## config.mk

```make
export PLATFORM = sky130hd
export DESIGN_NAME = cla_nl_pipe_reg
export DESIGN_NICKNAME = d
export VERILOG_FILES = /design/src/rtl/cla_nl_pipe_reg.sv
export SDC_FILE = /design/constraint.sdc
export NUM_CORES = 1
export LEC_CHECK = 0
export CAP_MARGIN = 20
export CORE_MARGIN = 2
export CORE_UTILIZATION = 49
export CTS_CLUSTER_DIAMETER = 80
export DETAILED_ROUTE_END_ITERATION = 8
export PLACE_DENSITY = 0.8
export RECOVER_POWER = 50
export SYNTH_ARGS = -nofsm -noshare
export SYNTH_HDL_FRONTEND = slang
export SYNTH_SLANG_ARGS = --single-unit
export TNS_END_PERCENT = 20
```

## constraint.sdc

```tcl
create_clock -name clk -period 2.2 [get_ports clk]
set_input_delay 0.44 -clock clk [delete_from_list [all_inputs] [get_ports clk]]
set_output_delay 0.44 -clock clk [all_outputs]
set_load 0.01 [all_outputs]
```

## src/rtl/cla_nl_pipe_reg.sv

```systemverilog
// Pipeline register between the CLA nonlinear and linear parts: a two-entry skid
// buffer carrying {a, b, n} words under valid/ready, plus a wrapping transfer counter.
module cla_nl_pipe_reg #(
  parameter int NBIT = 4,
  parameter int NNL  = 56,
  parameter int CNTW = 8
) (
  input  logic            clk,
  input  logic            rst,
  input  logic            in_valid,
  output logic            in_ready,
  input  logic [NBIT-1:0] in_a,
  input  logic [NBIT-1:0] in_b,
  input  logic [NNL-1:0]  in_n,
  output logic            out_valid,
  input  logic            out_ready,
  output logic [NBIT-1:0] out_a,
  output logic [NBIT-1:0] out_b,
  output logic [NNL-1:0]  out_n,
  output logic [1:0]      level,
  output logic [CNTW-1:0] xfer_cnt
);

  localparam int WW = 2*NBIT + NNL;

  typedef enum logic [1:0] {
    EMPTY = 2'd0,
    ONE   = 2'd1,
    TWO   = 2'd2
  } state_t;

  state_t          state_q, state_d;
  logic [WW-1:0]   m_q, m_d;
  logic [WW-1:0]   s_q, s_d;
  logic [CNTW-1:0] cnt_q, cnt_d;
  logic            rdy_q, rdy_d;
  logic [WW-1:0]   in_word;
  logic            in_fire;
  logic            out_fire;

  assign in_word  = {in_a, in_b, in_n};
  // The ready flop resets high so the first post-reset cycle can accept; rst masks it while asserted.
  assign in_ready  = rdy_q & ~rst;
  assign out_valid = (state_q != EMPTY);
  assign in_fire   = in_valid & in_ready;
  assign out_fire  = out_valid & out_ready;
  assign {out_a, out_b, out_n} = m_q;
  assign xfer_cnt  = cnt_q;

  always_comb begin
    level = 2'd0;
    case (state_q)
      EMPTY:   level = 2'd0;
      ONE:     level = 2'd1;
      TWO:     level = 2'd2;
      default: level = 2'd0;
    endcase
  end

  always_comb begin
    state_d = state_q;
    m_d     = m_q;
    s_d     = s_q;
    cnt_d   = cnt_q + {{(CNTW-1){1'b0}}, out_fire};
    case (state_q)
      EMPTY: begin
        if (in_fire) begin
          m_d     = in_word;
          state_d = ONE;
        end
      end
      ONE: begin
        if (in_fire && out_fire) begin
          m_d = in_word;
        end else if (in_fire) begin
          s_d     = in_word;
          state_d = TWO;
        end else if (out_fire) begin
          state_d = EMPTY;
        end
      end
      TWO: begin
        if (out_fire) begin
          m_d     = s_q;
          state_d = ONE;
        end
      end
      default: state_d = EMPTY;
    endcase
    rdy_d = (state_d != TWO);
  end

  always_ff @(posedge clk) begin
    if (rst) begin
      state_q <= EMPTY;
      m_q     <= '0;
      s_q     <= '0;
      cnt_q   <= '0;
      rdy_q   <= 1'b1;
    end else begin
      state_q <= state_d;
      m_q     <= m_d;
      s_q     <= s_d;
      cnt_q   <= cnt_d;
      rdy_q   <= rdy_d;
    end
  end

endmodule

```

==> flow_metrics.py, run 1 <==
metrics = {
    "grt": {
        "grt_pass1_wl_um": 23100,
        "grtUsageMet3_pct": 4.77,
        "grt_start_max_net_pins": 119,
        "grt_usage_pct": 22.9,
        "met2_usage_pct": 39.6,
        "use_met1_pct": 27.2,
        "overflow": 0,
        "grt_pass1_vias": 4912,
        "antenna_found_initial": 0,
        "busiest_layer": "met2",
    },
    "timing": {
        "clock-skew-final_ns": 0.00670,
        "slew_viol_final": 0,
        "period_share_pct": 92.4,
        "whs_ns": 0.338,
        "fin_crit_ns": 2.03,
        "slew_headroom_pct": 56.2,
        "rsz0062_at_grt": "no",
        "tightest_slew_ns": 0.656,
        "clock.fmax_ghz": 0.492,
        "hold_violations": 0,
        "tns_ns": 0,
        "setup_violations": 0,
    },
    "setup_path": {
        "cp.arrival_ns": 2.35,
        "end_kind": "flop",
        "start_kind": "input pin",
        "r2r_slack_ns": 0.36,
        "path_max_fanout": 43,
        "crit_type": "in -> reg",
        "required_ns": 2.51,
    },
    "pwr": {
        "power_density_mw_per_mm2": 807,
        "irDropWorstVdd_v": 0.000515,
        "leakage_nw": 2.70,
    },
    "synth": {
        "synthTopCellsByArea": "dfxtp_1 (50%), a211oi_2 (13%), nand2_1 (9.0%), o22ai_1 (7.2%), a21oi_1 (5.9%)",
        "synth_top_family_by_area": "compound AO/OA/AOI/OAI gates",
        "synth_area_mm2": 0.00557,
        "synth_xor_area_share_pct": 0.786,
        "syn_inst": 619,
        "synth_top_area_cell": "dfxtp_1",
        "syn_area_per_cell_um2": 9.00,
        "yosysWarnings": 0,
        "synth_adder_area_share_pct": 0.449,
        "synth_nets": 689,
        "synth_top_area_share_pct": 49.9,
        "synth_compound_area_share_pct": 27.8,
        "synth-seq-cells": 139,
        "ys_seq_area_share_pct": 49.9,
        "synth.distinct_cells": 34,
        "synthMuxAreaShare_pct": 0.180,
        "synth-simple-area-share_pct": 12.1,
    },
    "routing": {
        "drtAntennaViolNets": 0,
        "avgViaCountPerCell": 5.46,
        "drt_iter0_markers": 266,
        "routedWlPerCell_um": 15.7,
        "route.detailed.drc": 0,
        "drtPass1Iterations": 4,
        "vias": 4888,
        "wirelength_um": 14100,
    },
    "floorplan": {
        "coreArea_mm2": 0.0110,
        "die_w_um": 111,
        "io_pins": 144,
        "row_count": 38,
        "start_util_pct": 50.7,
        "die_area_mm2": 0.0122,
        "die_y_um": 111,
    },
    "clock_network": {
        "cts_setup_buffers": 0,
        "cts_tree": "built",
        "htreeDepth": 4,
        "cts_resized": 0,
        "cts-root-buf": "clkbuf_16",
        "clk_pin_slew_worst_paths_ns": 0.05,
        "cts_hold_buffers": 0,
        "clock_latency_ns": 0.40,
        "cts_sinks": 139,
        "cts_made_buffers": 17,
        "cts_buffer_depth": 2,
    },
    "flow_run": {
        "max-cap-violations": 0,
    },
    "layout": {
        "nets": 816,
        "drive_above_1_share_pct": 13.5,
        "n_antenna_cell": 0,
        "area_growth_pct": 37.1,
    },
    "status": {
        "status": "finished, final reports clean",
    },
    "placed_design": {
        "finalWeightedCongestion": 0.779,
        "hpwlAfterDp_um": 9170,
        "portBuffers": 143,
    },
    "hold_path": {
        "hold_path.class": "in -> reg",
    },
}
-- Yosys cell counts --
| library cell | count |
|---|---|
| mux2i_1 | 1 |
| and3_1 | 1 |
| o21a_1 | 1 |
| o21ai_0 | 1 |
| or3_1 | 1 |
| ha_1 | 2 |
| a211oi_1 | 4 |
| nand2b_1 | 2 |
| nor2_1 | 6 |
| xnor2_1 | 3 |
| buf_4 | 6 |
| nor2_4 | 1 |
| inv_1 | 65 |
| clkbuf_1 | 15 |
| or2_1 | 1 |
| a21oi_2 | 1 |
| nor3_1 | 1 |
| nand2_2 | 1 |
| o22ai_1 | 64 |
| nand4bb_4 | 1 |
| or2_2 | 1 |
| o22a_1 | 1 |
| buf_1 | 1 |
| a211oi_2 | 60 |
| and2_1 | 1 |
| a21oi_1 | 66 |
| xor2_1 | 2 |
| buf_2 | 27 |
| dfxtp_1 | 139 |
| nand3_1 | 2 |
| and4bb_1 | 1 |
| nand2_1 | 133 |
| a221o_1 | 1 |
| nor2b_1 | 6 |
-- routing by layer --
layer	up-vias	part of all wire [%]
met5	-	0
met4	0	2.4
met3	26	4.9
met2	172	51
met1	2323	41
li1	2367	-
-- kinds of logic after synthesis --
kind of cell               Yosys count
DFF                                139
adders and majority gates            2
buffers and inverters              114
xor gates and xnor gates             5
muxes                                1
and+or+nand+nor                    159
AOI/OAI and AO/OA                  199
-- placed cells by master (no fill, tap or decap), types with 6 or more instances in the layout --
cell type / count
dfxtp_1: 139
a21oi_1: 66
inv_1: 65
nand2_1: 134
nor2_1: 6
a211oi_2: 60
clkbuf_1: 7
clkdlybuf4s50_1: 138
buf_12: 6
o22ai_1: 64
nor2b_1: 6
clkbuf_16: 17
-- per-stage QoR --
| step | power (W) | setup WS, ns | util [%] | instances | instance area [µm²] |
|---|---|---|---|---|---|
| after floorplan | 0.00321 | 0.331 | - | 619 | 5570 |
| after global placement | 0.00366 | 0.131 | 65.3 | 867 | 7170 |
| after detailed placement | 0.00369 | 0.0783 | 65.3 | 867 | 7170 |
| after CTS | 0.00623 | 0.172 | 70.0 | 896 | 7690 |
| after global routing | 0.00639 | 0.0698 | 69.6 | 896 | 7640 |
| final | 0.00616 | 0.166 | 69.6 | 896 | 7640 |
-- final timing paths --
path / from / endpoint / depth (start not counted)
worst max-delay path: in_valid / m_q[24]$_SDFFE_PP0P_ / 6
worst max register to register: state_q[1]$_SDFF_PP0_ / m_q[11]$_SDFFE_PP0P_ / 6
worst min register to register: s_q[33]$_SDFFE_PP0P_ / s_q[33]$_SDFFE_PP0P_ / 2
worst min-delay path: rst / state_q[0]$_SDFF_PP0_ / 2
-- state kept, by name, summed over array words and instances (netlist names) --
register and cells:
rdy_q 1, s_q 64, xfer_cnt 8, m_q 64, state_q 2
-- worst max-delay path, stage by stage --
cell	delay, ns
dlygate4sd3_1	0.61
and4bb_1	0.29
nand2_1	0.09
clkbuf_4	0.50
o22ai_1	0.17
a211oi_1	0.24
-- layout make-up --
cell class / instances / area [µm²]
clock buffers: 26 / 479
clock inverters: 3 / 40.0
fillers: 833 / 3340
inverters: 65 / 244
multi-input cells: 366 / 2310
flip-flops and latches: 139 / 2780
well taps: 140 / 175
repair buffers: 157 / 1610
-- where the power goes --
group	switching, W	total (W)	internal, W
sequential	0.0000764	0.00273	0.00266
clock	0.000942	0.00253	0.00159
combinational	0.000422	0.000898	0.000476
total	0.00144	0.00616	0.00472
Power figures use the tool's default switching activity.
==> run 2, diff against run 1 <==
Settings changed: CORE_UTILIZATION 49 to 30, PLACE_DENSITY 0.8 to not set.
==> run 2 against run 1 <==
Sequential share of layout area fell by 1.7 points; sequential power barely moved; critical path depth rose by 1; combinational power rose by 0.8%.
==> flow_metrics.py, run 2 (synthesis results as in run 1) <==
metrics = {
    "status": {
        "status": "finished, final reports clean",
    },
    "clock_network": {
        "cts-root-buf": "clkbuf_16",
        "cts_made_buffers": 17,
        "cts_setup_buffers": 0,
        "cts_hold_buffers": 0,
        "cts_resized": 0,
        "cts_sinks": 139,
        "clock_latency_ns": 0.41,
        "cts_buffer_depth": 2,
        "cts_tree": "built",
        "htreeDepth": 4,
        "clk_pin_slew_worst_paths_ns": 0.06,
    },
    "timing": {
        "setup_violations": 0,
        "slew_viol_final": 0,
        "tightest_slew_ns": 0.621,
        "tns_ns": 0,
        "rsz0062_at_grt": "no",
        "fin_crit_ns": 2.12,
        "clock-skew-final_ns": 0.00670,
        "post-route-worst-setup-slack_ns": 0.0847,
        "hold_violations": 0,
        "period_share_pct": 96.2,
        "slew_headroom_pct": 58.6,
        "clock.fmax_ghz": 0.473,
    },
    "placed_design": {
        "pre_cts_slack_ns": 0.0622,
        "finalWeightedCongestion": 0.697,
        "portBuffers": 143,
        "hpwlAfterDp_um": 9140,
    },
    "floorplan": {
        "start_util_pct": 30.8,
        "die_area_mm2": 0.0197,
        "io_pins": 144,
        "row_count": 49,
        "die_w_um": 140,
        "coreArea_mm2": 0.0181,
        "die_y_um": 140,
    },
    "setup_path": {
        "r2r_end": "m_q[3]$_SDFFE_PP0P_",
        "r2r_start": "state_q[1]$_SDFF_PP0_",
        "crit_type": "in -> reg",
        "critical_path.top_delay_family": "buffers and inverters",
        "path_max_fanout": 20,
        "r2r_slack_ns": 0.41,
        "required_ns": 2.52,
        "slowest_delay_ns": 0.60,
        "path_cells": "dlygate4sd3_1 > clkbuf_1 > nand2b_1 > nand2_1 > clkbuf_4 > o22ai_1 > a211oi_2",
        "start_kind": "input pin",
        "path_buf_inv": 3,
        "rr_worst_depth": 6,
        "end_kind": "flop",
        "crit_slowest_cell": "dlygate4sd3_1",
        "cp.arrival_ns": 2.44,
    },
    "routing": {
        "routedWlPerCell_um": 14.7,
        "top_layer_used": "met4",
        "wirelength_um": 14600,
        "wl_met1_um": 7010,
        "vias": 4734,
        "avgViaCountPerCell": 4.77,
        "drtPass1Iterations": 4,
        "met2_length_um": 6650,
        "drt_iter0_markers": 216,
        "route.detailed.drc": 0,
        "wl_met3_um": 794,
        "drtAntennaViolNets": 0,
    },
    "grt": {
        "grt_usage_pct": 15.0,
        "grt_pass1_vias": 4390,
        "antenna_found_initial": 0,
        "grt_start_max_net_pins": 104,
        "grt_pass1_wl_um": 23300,
        "overflow": 0,
    },
    "layout": {
        "final_common_cell": "clkdlybuf4s50_1",
        "drive_above_1_share_pct": 14.1,
        "multiInputGateArea_mm2": 0.00228,
        "nets": 821,
        "nFillCells": 1738,
        "n_antenna_cell": 0,
        "seq_area_mm2": 0.00278,
        "mostFrequentLayoutCells": "clkdlybuf4s50_1 (141), dfxtp_1 (139), nand2_1 (134)",
        "area_growth_pct": 43.7,
    },
    "pwr": {
        "irDropWorstVdd_v": 0.000534,
        "leakage_nw": 2.83,
        "power_density_mw_per_mm2": 889,
    },
    "hold_path": {
        "min_from": "s_q[35]$_SDFFE_PP0P_",
        "holdPathEnd": "s_q[35]$_SDFFE_PP0P_",
        "hold_path.class": "reg -> reg",
        "min_path_cells": 2,
    },
    "flow_run": {
        "max-cap-violations": 0,
    },
}
[run 2: cell count changes in the layout (fill, tap and decap cells not counted), sizes merged]
cell           previous run  this run
clkdlybuf4s50           138       141
bufinv                    1         8
clkbuf                   30        24
buf                      11        16
clkinvlp                  0         2
dlygate4sd3               4         1
[run 2: area by class of cell]
type | instances | area share (%)
clock buffer | 20 | 5.70
clock inverter | 12 | 3.31
inverter | 65 | 3.05
multi-input combinational | 366 | 28.4
sequential | 139 | 34.7
tap | 229 | 3.58
timing repair buffer | 162 | 21.2
[run 2: how the worst max path moves through the flow]
stage	startpoint	to	slack, ns	cells after the start
2_1_floorplan	state_q[1]$_SDFF_PP0_	xfer_cnt[6]$_SDFF_PP0_	0.33	9
3_3_place_gp	in_valid	m_q[61]$_SDFFE_PP0P_	0.09	6
3_5_place_dp	out_ready	m_q[3]$_SDFFE_PP0P_	0.06	7
4_1_cts	state_q[1]$_SDFF_PP0_	level[1]	0.13	3
5_1_grt	out_ready	m_q[2]$_SDFFE_PP0P_	0.04	7
6_report	out_ready	m_q[3]$_SDFFE_PP0P_	0.08	7
[run 2: tightest hold or removal path: cells and delay by family, from the launching register on]
family	cells	cell delay, ns
simple gates	1	0.05
flops	1	0.30
compound gates	1	0.05
[run 2: report_power, final]
| group | switching [W] | internal (W) | leakage [nW] | total, W |
|---|---|---|---|---|
| sequential | 0.0000729 | 0.00266 | 1.14 | 0.00273 |
| clock | 0.00107 | 0.00241 | 0.346 | 0.00348 |
| combinational | 0.000416 | 0.000489 | 1.35 | 0.000905 |
| total | 0.00156 | 0.00556 | 2.83 | 0.00712 |
[run 2: metrics by stage]
step | util, % | instance area (µm²) | power (W) | hold slack (ns) | cells
3_3_place_gp | 40.7 | 7350 | 0.00371 | 0.441 | 961
6_report | 44.3 | 8010 | 0.00712 | 0.454 | 993
5_1_grt | 44.3 | 8010 | 0.00740 | 0.471 | 993
3_5_place_dp | 40.7 | 7350 | 0.00371 | 0.447 | 961
4_1_cts | 44.7 | 8080 | 0.00724 | 0.456 | 993
2_1_floorplan | - | 5570 | 0.00321 | 0.437 | 619
[run 2: layer usage]
layer  global-route usage (%)  vias to the layer above
met5                        0                        -
met4                     5.42                        0
met3                     4.38                       14
met2                     23.1                      116
met1                     20.1                     2220
li1                         -                     2384
==> run 3, diff against run 2 <==
Settings changed: ABC_AREA set to 1, CTS_CLUSTER_SIZE set to 16, SETUP_SLACK_MARGIN set to 0.4.
==> run 3 against run 2 <==
Non-clock buffer count decreased by 6; global-route usage about the same; highest routed layer unchanged; clock power decreased by 10%.
==> flow_metrics.py, run 3 <==
metrics = {
    "status": {
        "status": "finished, final reports clean",
    },
    "pwr": {
        "leakage_nw": 4.07,
        "power_density_mw_per_mm2": 797,
        "irDropWorstVdd_v": 0.000482,
    },
    "floorplan": {
        "die_area_mm2": 0.0216,
        "die_w_um": 147,
        "die_y_um": 147,
        "start_util_pct": 30.4,
        "row_count": 52,
        "coreArea_mm2": 0.0202,
        "io_pins": 144,
    },
    "synth": {
        "synth_common_cells": "nand2_1 (332), nor2_1 (266), dfxtp_1 (139), inv_1 (76), o21ai_0 (47)",
        "synth_nets": 1025,
        "syn_area_per_cell_um2": 6.42,
        "synth.most_common_cell": "nand2_1",
        "synth_ff_type": "dfxtp_1",
        "synth_edf_count": 0,
        "ys_async_sr_fraction_pct": 0,
        "synthTopCellsByArea": "dfxtp_1 (45%), nand2_1 (20%), nor2_1 (16%), inv_1 (4.7%), o21ai_0 (3.8%)",
        "yosysWarnings": 0,
        "synth_top_area_cell": "dfxtp_1",
        "synth.distinct_cells": 23,
        "syn_inst": 955,
        "ys_seq_area_share_pct": 45.4,
        "synth_area_mm2": 0.00613,
        "synth-seq-cells": 139,
        "synth_top_area_share_pct": 45.4,
    },
    "grt": {
        "antenna_found_initial": 0,
        "grt_start_max_net_pins": 134,
        "grt_pass1_vias": 5409,
        "overflow": 0,
        "grt_usage_pct": 15.0,
        "grt_pass1_wl_um": 26400,
    },
    "setup_path": {
        "cp.arrival_ns": 1.36,
        "r2r_start": "state_q[0]$_SDFF_PP0_",
        "cp.depth": 1,
        "required_ns": 1.76,
        "path_buf_inv": 1,
        "end_kind": "primary output",
        "slowest_delay_ns": 0.56,
        "path_max_fanout": 4,
        "r2r_end": "m_q[40]$_SDFFE_PP0P_",
        "crit_slowest_cell": "clkdlybuf4s50_1",
        "r2r_slack_ns": 0.50,
        "start_kind": "flop",
        "path_cells": "clkdlybuf4s50_1",
        "rr_worst_depth": 8,
        "critical_path.top_delay_family": "buffers and inverters",
        "crit_type": "reg -> out",
    },
    "layout": {
        "drive_above_1_share_pct": 4.42,
        "n_antenna_cell": 0,
        "final_common_cell": "nand2_1",
        "nets": 1145,
        "nFillCells": 2144,
        "mostFrequentLayoutCells": "nand2_1 (332), nor2_1 (267), dfxtp_1 (137)",
        "area_growth_pct": 36.0,
    },
    "routing": {
        "wl_met3_um": 887,
        "routedWlPerCell_um": 11.5,
        "route.detailed.drc": 0,
        "wirelength_um": 15600,
        "wl_met1_um": 7600,
        "drt_iter0_markers": 233,
        "met2_length_um": 7000,
        "top_layer_used": "met4",
        "drtPass1Iterations": 4,
        "avgViaCountPerCell": 4.24,
        "vias": 5756,
        "drtAntennaViolNets": 0,
    },
    "timing": {
        "clock.fmax_ghz": 0.555,
        "tightest_slew_ns": 0.831,
        "setup_violations": 0,
        "tns_ns": 0,
        "rsz0062_at_grt": "yes",
        "slew_headroom_pct": 44.6,
        "clock-skew-final_ns": 0.00736,
        "slew_viol_final": 0,
        "post-route-worst-setup-slack_ns": 0.399,
        "fin_crit_ns": 1.80,
        "period_share_pct": 81.9,
        "hold_violations": 0,
    },
    "clock_network": {
        "cts_hold_buffers": 0,
        "clock_latency_ns": 0.41,
        "cts_made_buffers": 17,
        "cts-root-buf": "clkbuf_16",
        "clk_pin_slew_worst_paths_ns": 0.06,
        "cts_tree": "built",
        "htreeDepth": 4,
        "cts_buffer_depth": 2,
        "cts_sinks": 139,
    },
    "placed_design": {
        "portBuffers": 143,
        "pre_cts_slack_ns": 0.110,
        "hpwlAfterDp_um": 9350,
        "finalWeightedCongestion": 0.776,
    },
    "hold_path": {
        "hold_path.class": "reg -> reg",
        "holdPathEnd": "s_q[55]$_SDFFE_PP0P_",
        "min_from": "s_q[55]$_SDFFE_PP0P_",
        "min_path_cells": 2,
    },
    "flow_run": {
        "max-cap-violations": 0,
    },
}
run 3: cell families (layout without fill, tap and decap cells):
kind of cell | Yosys count | count (layout) | synth area share, %
buffers and inverters | 134 | 266 | 10.5
xor gates and xnor gates | 1 | 1 | 0.143
and+or+nand+nor | 607 | 607 | 37.6
adders and majority gates | 2 | 2 | 0.408
AOI/OAI and AO/OA | 72 | 72 | 5.90
DFF | 139 | 139 | 45.4
run 3: worst max path at each step:
| stage | to | slack, ns | from |
|---|---|---|---|
| floorplan | xfer_cnt[4]$_SDFF_PP0_ | 0.73 | out_ready |
| global placement | m_q[34]$_SDFFE_PP0P_ | 0.15 | rst |
| detailed placement | xfer_cnt[4]$_SDFF_PP0_ | 0.11 | out_ready |
| CTS | level[0] | 0.20 | state_q[0]$_SDFF_PP0_ |
| global route | s_q[49]$_SDFFE_PP0P_ | 0.24 | out_ready |
| finish | xfer_cnt[6] | 0.40 | xfer_cnt[6]$_SDFF_PP0_ |
run 3: cell type report:
cell class,count,area (µm²),area share [%]
clock buffers,20,447,5.36
multi-input cells,682,2700,32.5
repair buffers,156,1560,18.8
inverters,79,299,3.59
flip-flops and latches,139,2790,33.4
clock inverters,11,194,2.33
well taps,270,338,4.06
run 3: timing repair:
action,in CTS,in global routing
setup buffers,0,0
resized for setup,2,6
setup endpoints to repair,8,24
run 3: power by group:
group          switching [W]  internal (W)  total, W
Clock                0.00108       0.00204   0.00312
Sequential         0.0000620       0.00264   0.00270
Combinational       0.000403      0.000417  0.000819
Total                0.00155       0.00509   0.00664
run 3: metal layers:
| layer | vias up | track usage (%) |
|---|---|---|
| li1 | 3077 | - |
| met1 | 2558 | 19.6 |
| met2 | 110 | 24.0 |
| met3 | 11 | 4.63 |
| met4 | 0 | 4.18 |
| met5 | - | 0 |
run 3: per-stage QoR:
| step | power [W] | util [%] | cells | area, µm² | hold WS [ns] |
|---|---|---|---|---|---|
| 6_report | 0.00664 | 41.3 | 1357 | 8330 | 0.497 |
| 5_1_grt | 0.00695 | 41.3 | 1357 | 8330 | 0.527 |
| 4_1_cts | 0.00675 | 41.4 | 1357 | 8350 | 0.501 |
| 3_5_place_dp | 0.00359 | 38.2 | 1326 | 7710 | 0.484 |
| 3_3_place_gp | 0.00358 | 38.2 | 1326 | 7710 | 0.479 |
| 2_1_floorplan | 0.00318 | - | 955 | 6130 | 0.463 |
